**config.mk**
```make
export PLATFORM = sky130hd
export DESIGN_NAME = tec8_datapath
export DESIGN_NICKNAME = d
export VERILOG_FILES = /design/src/rtl/tec8_pkg.sv /design/src/rtl/tec8_alu.sv /design/src/rtl/tec8_datapath.sv
export SDC_FILE = /design/constraint.sdc
export NUM_CORES = 1
export LEC_CHECK = 0
export ABC_AREA = 1
export BUFFER_PORTS_ARGS = -buffer_cell sky130_fd_sc_hd__buf_2
export CAP_MARGIN = 25
export CORE_UTILIZATION = 60
export DETAILED_ROUTE_END_ITERATION = 16
export PLACE_DENSITY = 0.94
export REMOVE_ABC_BUFFERS = 1
export SLEW_MARGIN = 20
export SYNTH_ARGS = -nofsm -noshare
export SYNTH_HDL_FRONTEND = slang
export SYNTH_SLANG_ARGS = --single-unit
```
**constraint.sdc**
```tcl
create_clock -name CLK -period 6.7 [get_ports CLK]
set_input_delay 1.34 -clock CLK [delete_from_list [all_inputs] [get_ports CLK]]
set_output_delay 1.34 -clock CLK [all_outputs]
set_load 0.03 [all_outputs]
```
**src/rtl/tec8_pkg.sv**
```systemverilog
// Shared constants for the TEC-8 datapath: ALU function codes, beat encodings
// and the timing-generator state type.
package tec8_pkg;

  // ALU S codes; meaning depends on M (arithmetic when M=0, logic when M=1)
  localparam logic [3:0] ALU_A     = 4'b0000;  // M=0: A + cin
  localparam logic [3:0] ALU_ADD   = 4'b1001;  // M=0: A + B + cin
  localparam logic [3:0] ALU_SUB   = 4'b0110;  // M=0: A + ~B + cin
  localparam logic [3:0] ALU_DEC   = 4'b1111;  // M=0: A + FF + cin
  localparam logic [3:0] ALU_B     = 4'b1010;  // M=1: B
  localparam logic [3:0] ALU_AND   = 4'b1011;  // M=1: A & B
  localparam logic [3:0] ALU_OR    = 4'b1110;  // M=1: A | B
  localparam logic [3:0] ALU_PASSA = 4'b1111;  // M=1: A
  localparam logic [3:0] ALU_NOTA  = 4'b0000;  // M=1: ~A
  localparam logic [3:0] ALU_XOR   = 4'b0110;  // M=1: A ^ B

  // One-hot beat encodings {W3,W2,W1}
  localparam logic [2:0] W1 = 3'b001;
  localparam logic [2:0] W2 = 3'b010;
  localparam logic [2:0] W3 = 3'b100;

  typedef enum logic {
    ST_HALT = 1'b0,
    ST_RUN  = 1'b1
  } tstate_e;

  // Beat sequencing at the end of a T3; SHORT dominates LONG when both are set
  function automatic logic [2:0] next_beat(input logic [2:0] w,
                                           input logic       short_req,
                                           input logic       long_req);
    logic [2:0] nb;
    nb = W1;
    case (w)
      W1:      nb = short_req ? W1 : W2;
      W2:      nb = long_req ? W3 : W1;
      default: nb = W1;
    endcase
    return nb;
  endfunction

endpackage

```
**src/rtl/tec8_alu.sv**
```systemverilog
// Combinational TEC-8 ALU. Arithmetic codes produce a DW+1 bit sum whose top
// bit is the carry; logic codes never produce a carry.
module tec8_alu
  import tec8_pkg::*;
#(
  parameter int DW = 8
) (
  input  logic [DW-1:0] a,
  input  logic [DW-1:0] b,
  input  logic [3:0]    s,
  input  logic          m,
  input  logic          cin,
  output logic [DW-1:0] f,
  output logic          cout
);

  logic [DW:0] sum;

  // Select the function; unsupported codes yield zero with no carry
  always_comb begin
    sum  = '0;
    f    = '0;
    cout = 1'b0;
    if (!m) begin
      case (s)
        ALU_A:   sum = {1'b0, a} + {{DW{1'b0}}, cin};
        ALU_ADD: sum = {1'b0, a} + {1'b0, b} + {{DW{1'b0}}, cin};
        ALU_SUB: sum = {1'b0, a} + {1'b0, ~b} + {{DW{1'b0}}, cin};
        ALU_DEC: sum = {1'b0, a} + {1'b0, {DW{1'b1}}} + {{DW{1'b0}}, cin};
        default: sum = '0;
      endcase
      f    = sum[DW-1:0];
      cout = sum[DW];
    end else begin
      case (s)
        ALU_B:     f = b;
        ALU_AND:   f = a & b;
        ALU_OR:    f = a | b;
        ALU_PASSA: f = a;
        ALU_NOTA:  f = ~a;
        ALU_XOR:   f = a ^ b;
        default:   f = '0;
      endcase
    end
  end

endmodule

```
**src/rtl/tec8_datapath.sv**
```systemverilog
// TEC-8 datapath and beat/timing generator. Executes the hardwired
// controller's strobes once per beat, at the clock edge that ends T3.
module tec8_datapath
  import tec8_pkg::*;
#(
  parameter int BEAT_CYCLES = 4,
  parameter int DW          = 8
) (
  input  logic          CLK,
  input  logic          CLR,
  input  logic          QD,
  input  logic [DW-1:0] SWD,
  input  logic          SELCTL,
  input  logic          DRW,
  input  logic          LPC,
  input  logic          PCINC,
  input  logic          PCADD,
  input  logic          LAR,
  input  logic          ARINC,
  input  logic          LIR,
  input  logic          LDZ,
  input  logic          LDC,
  input  logic          CIN,
  input  logic          M,
  input  logic          MEMW,
  input  logic          ABUS,
  input  logic          SBUS,
  input  logic          MBUS,
  input  logic          STOP,
  input  logic          SHORT,
  input  logic          LONG,
  input  logic [3:0]    S,
  input  logic [3:0]    SEL,
  output logic [2:0]    W,
  output logic          T3,
  output logic [DW-1:0] IR,
  output logic          C,
  output logic          Z,
  output logic [DW-1:0] mem_addr,
  output logic [DW-1:0] mem_wdata,
  output logic          mem_we,
  input  logic [DW-1:0] mem_rdata,
  output logic [DW-1:0] r0,
  output logic [DW-1:0] r1,
  output logic [DW-1:0] r2,
  output logic [DW-1:0] r3,
  output logic [DW-1:0] pc,
  output logic [DW-1:0] ar,
  output logic [DW-1:0] dbus,
  output logic          halted,
  output logic          bus_conflict
);

  localparam int CW = (BEAT_CYCLES > 2) ? $clog2(BEAT_CYCLES) : 1;
  localparam logic [CW-1:0] CNT_LAST = CW'(BEAT_CYCLES - 1);

  // Timing generator state
  tstate_e       state_q;
  logic [CW-1:0] cnt_q;
  logic [2:0]    w_q;
  logic          qd_q;
  logic          qd_rise;
  logic          t3;

  // Architectural state
  logic [DW-1:0] rf_q [4];
  logic [DW-1:0] pc_q;
  logic [DW-1:0] ar_q;
  logic [DW-1:0] ir_q;
  logic          c_q;
  logic          z_q;
  logic          bc_q;

  // Datapath nets
  logic [1:0]        idx_a;
  logic [1:0]        idx_b;
  logic [DW-1:0]     op_a;
  logic [DW-1:0]     op_b;
  logic [DW-1:0]     alu_f;
  logic              alu_cout;
  logic [DW-1:0]     bus_val;
  logic [1:0]        en_cnt;
  logic signed [DW-1:0] pc_off;
  logic [DW-1:0]     pc_step;
  logic [DW-1:0]     pc_d;
  logic [DW-1:0]     ar_d;

  assign qd_rise = QD & ~qd_q;
  assign t3      = (state_q == ST_RUN) && (cnt_q == CNT_LAST);

  // Beat timing: HALT waits for a start edge, RUN counts cycles within a beat
  always_ff @(posedge CLK) begin
    qd_q <= QD;
    if (CLR) begin
      state_q <= ST_HALT;
      cnt_q   <= '0;
      w_q     <= W1;
    end else begin
      case (state_q)
        ST_HALT: begin
          if (qd_rise) begin
            state_q <= ST_RUN;
            cnt_q   <= '0;
          end
        end
        ST_RUN: begin
          if (t3) begin
            cnt_q <= '0;
            w_q   <= next_beat(w_q, SHORT, LONG);
            if (STOP) begin
              state_q <= ST_HALT;
            end
          end else begin
            cnt_q <= cnt_q + CW'(1);
          end
        end
        default: state_q <= ST_HALT;
      endcase
    end
  end

  // Console select overrides the instruction's register fields
  assign idx_a = SELCTL ? SEL[3:2] : ir_q[3:2];
  assign idx_b = SELCTL ? SEL[1:0] : ir_q[1:0];
  assign op_a  = rf_q[idx_a];
  assign op_b  = rf_q[idx_b];

  tec8_alu #(
    .DW (DW)
  ) u_alu (
    .a    (op_a),
    .b    (op_b),
    .s    (S),
    .m    (M),
    .cin  (~CIN),
    .f    (alu_f),
    .cout (alu_cout)
  );

  // Fixed-priority bus source: ALU, then memory, then console switches
  always_comb begin
    bus_val = '0;
    if (ABUS) begin
      bus_val = alu_f;
    end else if (MBUS) begin
      bus_val = mem_rdata;
    end else if (SBUS) begin
      bus_val = SWD;
    end
  end

  assign en_cnt = 2'(ABUS) + 2'(MBUS) + 2'(SBUS);

  // PC branch offset is the signed low nibble of IR; PCADD and PCINC compose
  assign pc_off  = {{(DW-4){ir_q[3]}}, ir_q[3:0]};
  assign pc_step = (PCADD ? pc_off : '0) + (PCINC ? DW'(1) : '0);

  // Next PC and AR; bus loads take priority over increments
  always_comb begin
    pc_d = pc_q;
    if (LPC) begin
      pc_d = bus_val;
    end else if (PCADD || PCINC) begin
      pc_d = pc_q + pc_step;
    end
    ar_d = ar_q;
    if (LAR) begin
      ar_d = bus_val;
    end else if (ARINC) begin
      ar_d = ar_q + DW'(1);
    end
  end

  // Register writes happen only at the edge closing a running T3 cycle
  always_ff @(posedge CLK) begin
    if (CLR) begin
      for (int i = 0; i < 4; i++) begin
        rf_q[i] <= '0;
      end
      pc_q <= '0;
      ar_q <= '0;
      ir_q <= '0;
      c_q  <= 1'b0;
      z_q  <= 1'b0;
      bc_q <= 1'b0;
    end else if (t3) begin
      if (DRW) begin
        rf_q[idx_a] <= bus_val;
      end
      pc_q <= pc_d;
      ar_q <= ar_d;
      if (LIR) begin
        ir_q <= mem_rdata;
      end
      if (LDC) begin
        c_q <= alu_cout;
      end
      if (LDZ) begin
        z_q <= (alu_f == '0);
      end
      if (en_cnt > 2'd1) begin
        bc_q <= 1'b1;
      end
    end
  end

  // Instruction fetch uses PC, all other memory traffic uses AR
  assign mem_addr  = LIR ? pc_q : ar_q;
  assign mem_wdata = bus_val;
  assign mem_we    = MEMW & t3;

  assign W            = w_q;
  assign T3           = t3;
  assign IR           = ir_q;
  assign C            = c_q;
  assign Z            = z_q;
  assign r0           = rf_q[0];
  assign r1           = rf_q[1];
  assign r2           = rf_q[2];
  assign r3           = rf_q[3];
  assign pc           = pc_q;
  assign ar           = ar_q;
  assign dbus         = bus_val;
  assign halted       = (state_q == ST_HALT);
  assign bus_conflict = bc_q;

endmodule

```
Word level (Yosys, flattened, before mapping) --
Memories as Yosys holds them, arrays and structs flattened. Cells that the tools add are included.
Operators by class: add/subtract/negate cells 13, $lt $le $gt $ge 1, equal/unequal tests 10, muxes and demuxes 35, bitwise operators 10, reduce and logical (&&, ||, !) cells 14
Operators with widths (number):
- $mux W8 | 11
- $pmux W8 S6 | 1
- $pmux W9 S4 | 1
- $add A9 B1 Y9 | 3
- $eq A4 B4 Y1 const B | 5
- $add A8 B8 Y9 | 2
- $not A8 Y8 | 2
- $reduce_and A2 Y1 | 7
- $mux W1 | 12
- $mux W2 | 6
- $add A8 B1 Y9 | 1
- $add A8 B8 Y9 const B | 1
- $add A8 B1 Y8 | 1
- $add A8 B1 Y8 const B | 1
- $add A8 B8 Y8 | 1
- $and A8 B8 Y8 | 1
- $logic_not A8 Y1 | 1
- $or A8 B8 Y8 | 1
- $reduce_or A8 Y1 | 1
- $xor A8 B8 Y8 | 1
- $pmux W3 S2 | 1
- $eq A4 B3 Y1 const B | 1
- $logic_not A4 Y1 | 1
- $pmux W2 S2 | 1
- other kinds (15) | 19
Word-level totals: flip-flop bits (word level) 34, memory bits (writable) 32, output and inout bits 89, word-level logic and storage cells 94, memories 1
Memory list:
- rf_q | words 4, bits a word 8, rd ports 6, clocked after memory_dff 0, wr ports 4, line tec8_datapath.sv:66 | logic [DW-1:0] rf_q [4];

Longest topological paths before layout --
An unclocked memory read counts as a cell.
word-level depth 9, depth in mapped cells 30, mapped depth without buffers 29

Cells and area by module --
Synthesis repeated with hierarchy kept, for this count alone.
Unflattened totals: cell total of the unflattened synthesis 845, area, all modules 5690.5 um2
Modules (own cells, without submodules):
- tec8_datapath | times used 1, cells each 517, area an instance 3905.0 um2
- tec8_alu | times used 1, cells each 328, area an instance 1785.5 um2

Worst setup path before layout --
OpenSTA, ideal clock, no wires.
kind input -> output, start point in SELCTL, end point out mem_wdata[6], data arrival time 4.356 ns, data required time 5.360 ns, slack 1.004 ns, stages 25, cell sequence buf_6 inv_6 nand2_1 o21ai_4 nand3_1 nand2_2 inv_1 fa_1 fa_1 nor2_1 o21ai_0 nand2_1 nand2_1 nand2_1 a21oi_1 a21oi_1 o21ai_0 nand2_1 nor2_1 nand2_1 nand2_1 nand3_1 nand2_2 inv_1 buf_4
Between the ends: word-level cells in the longest chain between the ends 8
Ends and longest elaborated chain:
- start, declared | line tec8_datapath.sv:13 | input logic SELCTL,
- $mux W2 | line tec8_datapath.sv:124 | assign idx_b = SELCTL ? SEL[1:0] : ir_q[1:0];
- $mem_v2 Z4 W8 (*)
- $not A8 Y8 | line tec8_alu.sv:28 | ALU_SUB: sum = {1'b0, a} + {1'b0, ~b} + {{DW{1'b0}}, cin};
- $add A8 B8 Y9 | line tec8_alu.sv:28
- $add A9 B1 Y9 | line tec8_alu.sv:28
- $pmux W9 S4 | line tec8_alu.sv:25 | case (s)
- $mux W8 (*) | line tec8_alu.sv:24 | if (!m) begin
- $mux W8 (*) | line tec8_datapath.sv:143 | if (ABUS) begin
- end, declared | line tec8_datapath.sv:40 | output logic [DW-1:0] mem_wdata,
Mark *: on every way between the ends. The rest lies on a longest branch, timed or not.

Worst setup path after layout --
Ends and elaborated chain as after synthesis.

==> impl_metrics.ini <==
[timing]
max_slew_margin_pct = 42.16
fmax_mhz = 163.9
hold_violations = 0
min_period_over_period_pct = 91.06
tightest_slew_ns = 0.8609
maxSlewViolCount = 0
rsz0062_at_grt = false
setup_violations = 0
fin_crit_ns = 6.101
finalSetupTns_ns = 0
fin_skew_ns = 0.01333

[critical_path]
crit_path_max_incr_delay_ns = 0.48
cp_num_buf_inv = 4
worst-path-max-fanout = 11
reg2reg_depth = 23
cpMaxStageDelayCell = o21ai_2
reg2reg_slack_ns = 2.83
rr_endpoint = rf_q[3][6]$_DFFE_PP_
path_class = primary input to output pin
cp_common_cell = nand2_1
critPathTopFamily = simple AND/OR/NAND/NOR gates
cp.arrival_ns = 4.76
crit_path_end_kind = output pin
crit_chain = buf_2, o21ai_2, nand3_1, nand2_2, inv_1, fa_1, fa_1, nor2_1, o21ai_0, nand2_1, nand2_1, nand2_1, a21oi_1, a21oi_1, o21ai_0, nand2_1, nor2_1, nand2_1, nand2_1, nand3_1, nand2_2, inv_1, buf_2
r2r_start = IR[3]$_SDFFE_PP0P_
startpoint_type = primary input
worstPathRequired_ns = 5.36

[grt]
grt_start_max_net_pins = 24
grt_pass1_wl_um = 29640
grt_overflow_total = 0
first_global_vias = 5957
antenna_found_initial = 0
track_usage_pct = 38.17

[hold_path]
hold_path.class = flop to flop
whs_path_depth = 2
hold_start = bus_conflict$_SDFFE_PP0P_
holdPathEnd = bus_conflict$_SDFFE_PP0P_

[die]
core_region_area_um2 = 9328
start_util_pct = 62.80
fp.dieH_um = 100.8
fp.dieArea_um2 = 10160
die_x_um = 100.8
rows = 35
io_pins = 135

[route]
drcViolationCount = 0
viasPerCell = 5.809
dr.pass1.iters = 6
wl_per_cell_um = 16.36
totalWireLength_um = 18570
drt-initial-drc-count = 515
vias = 6593
postRouteAntennaNets = 0

[job]
max_cap_viol_count = 0

[clocking]
worstSkewPairLatency_ns = 0.37
cts_tree = yes
cts_hold_buf = 0
cts_resized = 0
ctsHtreeMaxLevel = 3
ctsLongestPathBuffers = 2
clk_root_buffer_cell = clkbuf_8
numClockSinks = 66
postCtsSetupRepairBufs = 0
clk_pin_slew_ns = 0.08
numCtsBuffers = 9

[placed_design]
io_buffers = 134
dp.cells = 1119
detailed_place_hpwl_um = 14300
place_congestion = 1.058

[synth]
avgSynthCellArea_um2 = 6.672
yosys.area.top_type = edfxtp_1
ys_seq_area_share_pct = 28.02
yosys_warnings = 0
netlist_instances = 878
synth_top_cell_area_share_pct = 16.40
synth_edf_count = 32
synth_area_leaders = edfxtp_1, nand2_1, dfxtp_1
synth_top_flop_cell = dfxtp_1
synth_cell_type_count = 51
synth-seq-cells = 66
synth_most_common_cell = nand2_1
ys_async_sr_fraction_pct = 0
synth_commonest_cells = nand2_1, inv_1, nand3_1
synthesis.area_um2 = 5858

[pwr]
power_density_nw_per_um2 = 165.3
power.total_mw = 1.118
p_leak_nw = 3.413
ir_worst_vdd_mv = 0.1813

[final_layout]
drive_above_1_share_pct = 19.88
fin_nets = 1083
antenna_cells = 0
utilization_pct = 72.50
stdcell_count = 1135
area_delta_synth_final_pct = 15.44

[outcome]
status = finished, final reports clean
## sequential cells by signal, indices dropped and copies added, names as in the netlist
name          count
rf_q             32
IR                8
ar                8
pc                8
W                 3
cnt_q             2
C                 1
Z                 1
bus_conflict      1
qd_q              1
state_q           1
## worst register-to-register path: cells and delay by family, from the launching register on
kind | cells | cell delay (ns)
buf+inv | 4 | 0.34
simple gates | 13 | 1.24
flops | 1 | 0.41
fa+ha+maj | 2 | 0.89
compound gates | 4 | 0.77
## metal layers
| metal | global-route usage [%] | vias up | share of wire [%] |
|---|---|---|---|
| met3 | 8.530 | 68 | 11 |
| met1 | 47.99 | 2970 | 39 |
| li1 | - | 3157 | - |
| met5 | 0 | - | 0 |
| met2 | 62.07 | 398 | 46 |
| met4 | 18.51 | 0 | 4.3 |
## kinds of logic after synthesis
family                     count (synthesis)  synth area share (%)
AOI/OAI and AO/OA                        182                 18.33
adders and majority gates                 36                 8.330
buffers and inverters                    149                 10.70
and+or+nand+nor                          436                 33.28
xor gates and xnor gates                   9                 1.346
DFF                                       66                 28.02
## stage by stage
stage / instance area, um2 / setup slack (ns) / hold WS (ns)
global route: 6763 / 0.1707 / 0.4859
global placement: 6566 / 0.6408 / 0.4399
detailed placement: 6566 / 0.6011 / 0.4414
floorplan: 5697 / 1.156 / 0.4372
finish: 6763 / 0.5992 / 0.4530
CTS: 6763 / 0.6016 / 0.4551
## final cells by class
| type | instances | area [um2] |
|---|---|---|
| Multi-Input combinational cell | 663 | 3590 |
| Fill cell | 770 | 2565 |
| Sequential cell | 66 | 1642 |
| Timing Repair Buffer | 139 | 708.2 |
| Inverter | 122 | 465.4 |
| Tap cell | 129 | 161.4 |
| Clock buffer | 10 | 148.9 |
| Clock inverter | 6 | 47.55 |
## cell usage in the layout, fill, tap and decap left out, types with 4 or more instances in the layout
cell and instances:
o21ai_2 5, nor3_1 9, clkbuf_8 9, inv_2 4, nand2_4 6, dfxtp_1 34
nand2_1 223, o211ai_1 6, buf_4 5, xor2_1 8, a22o_1 4, a21oi_1 64
buf_2 134, o21ai_0 57, nor2_1 72, fa_1 5, inv_1 113, nand3_1 87
o31ai_1 5, nand2_2 14, o22ai_1 11, o21ai_1 6, nor2_2 4, nand4_1 9
ha_1 31, edfxtp_1 32
## report_power, final
| part | total (mW) | internal (mW) | switching [mW] |
|---|---|---|---|
| registers | 0.438 | 0.430 | 0.00842 |
| logic | 0.334 | 0.0971 | 0.237 |
| clock network | 0.346 | 0.160 | 0.186 |
| total | 1.12 | 0.687 | 0.431 |
## worst max-delay path by stage
stage / slack [ns] / start / endpoint / cells after the start
4_1_cts: 0.60 / SELCTL / mem_wdata[6] / 23
5_1_grt: 0.17 / SELCTL / mem_wdata[6] / 26
3_5_place_dp: 0.60 / SELCTL / mem_wdata[6] / 23
2_1_floorplan: 1.16 / SELCTL / dbus[6] / 21
3_3_place_gp: 0.64 / SELCTL / mem_wdata[6] / 23
6_report: 0.60 / SELCTL / mem_wdata[6] / 23
Power figures use the tool's default switching activity.
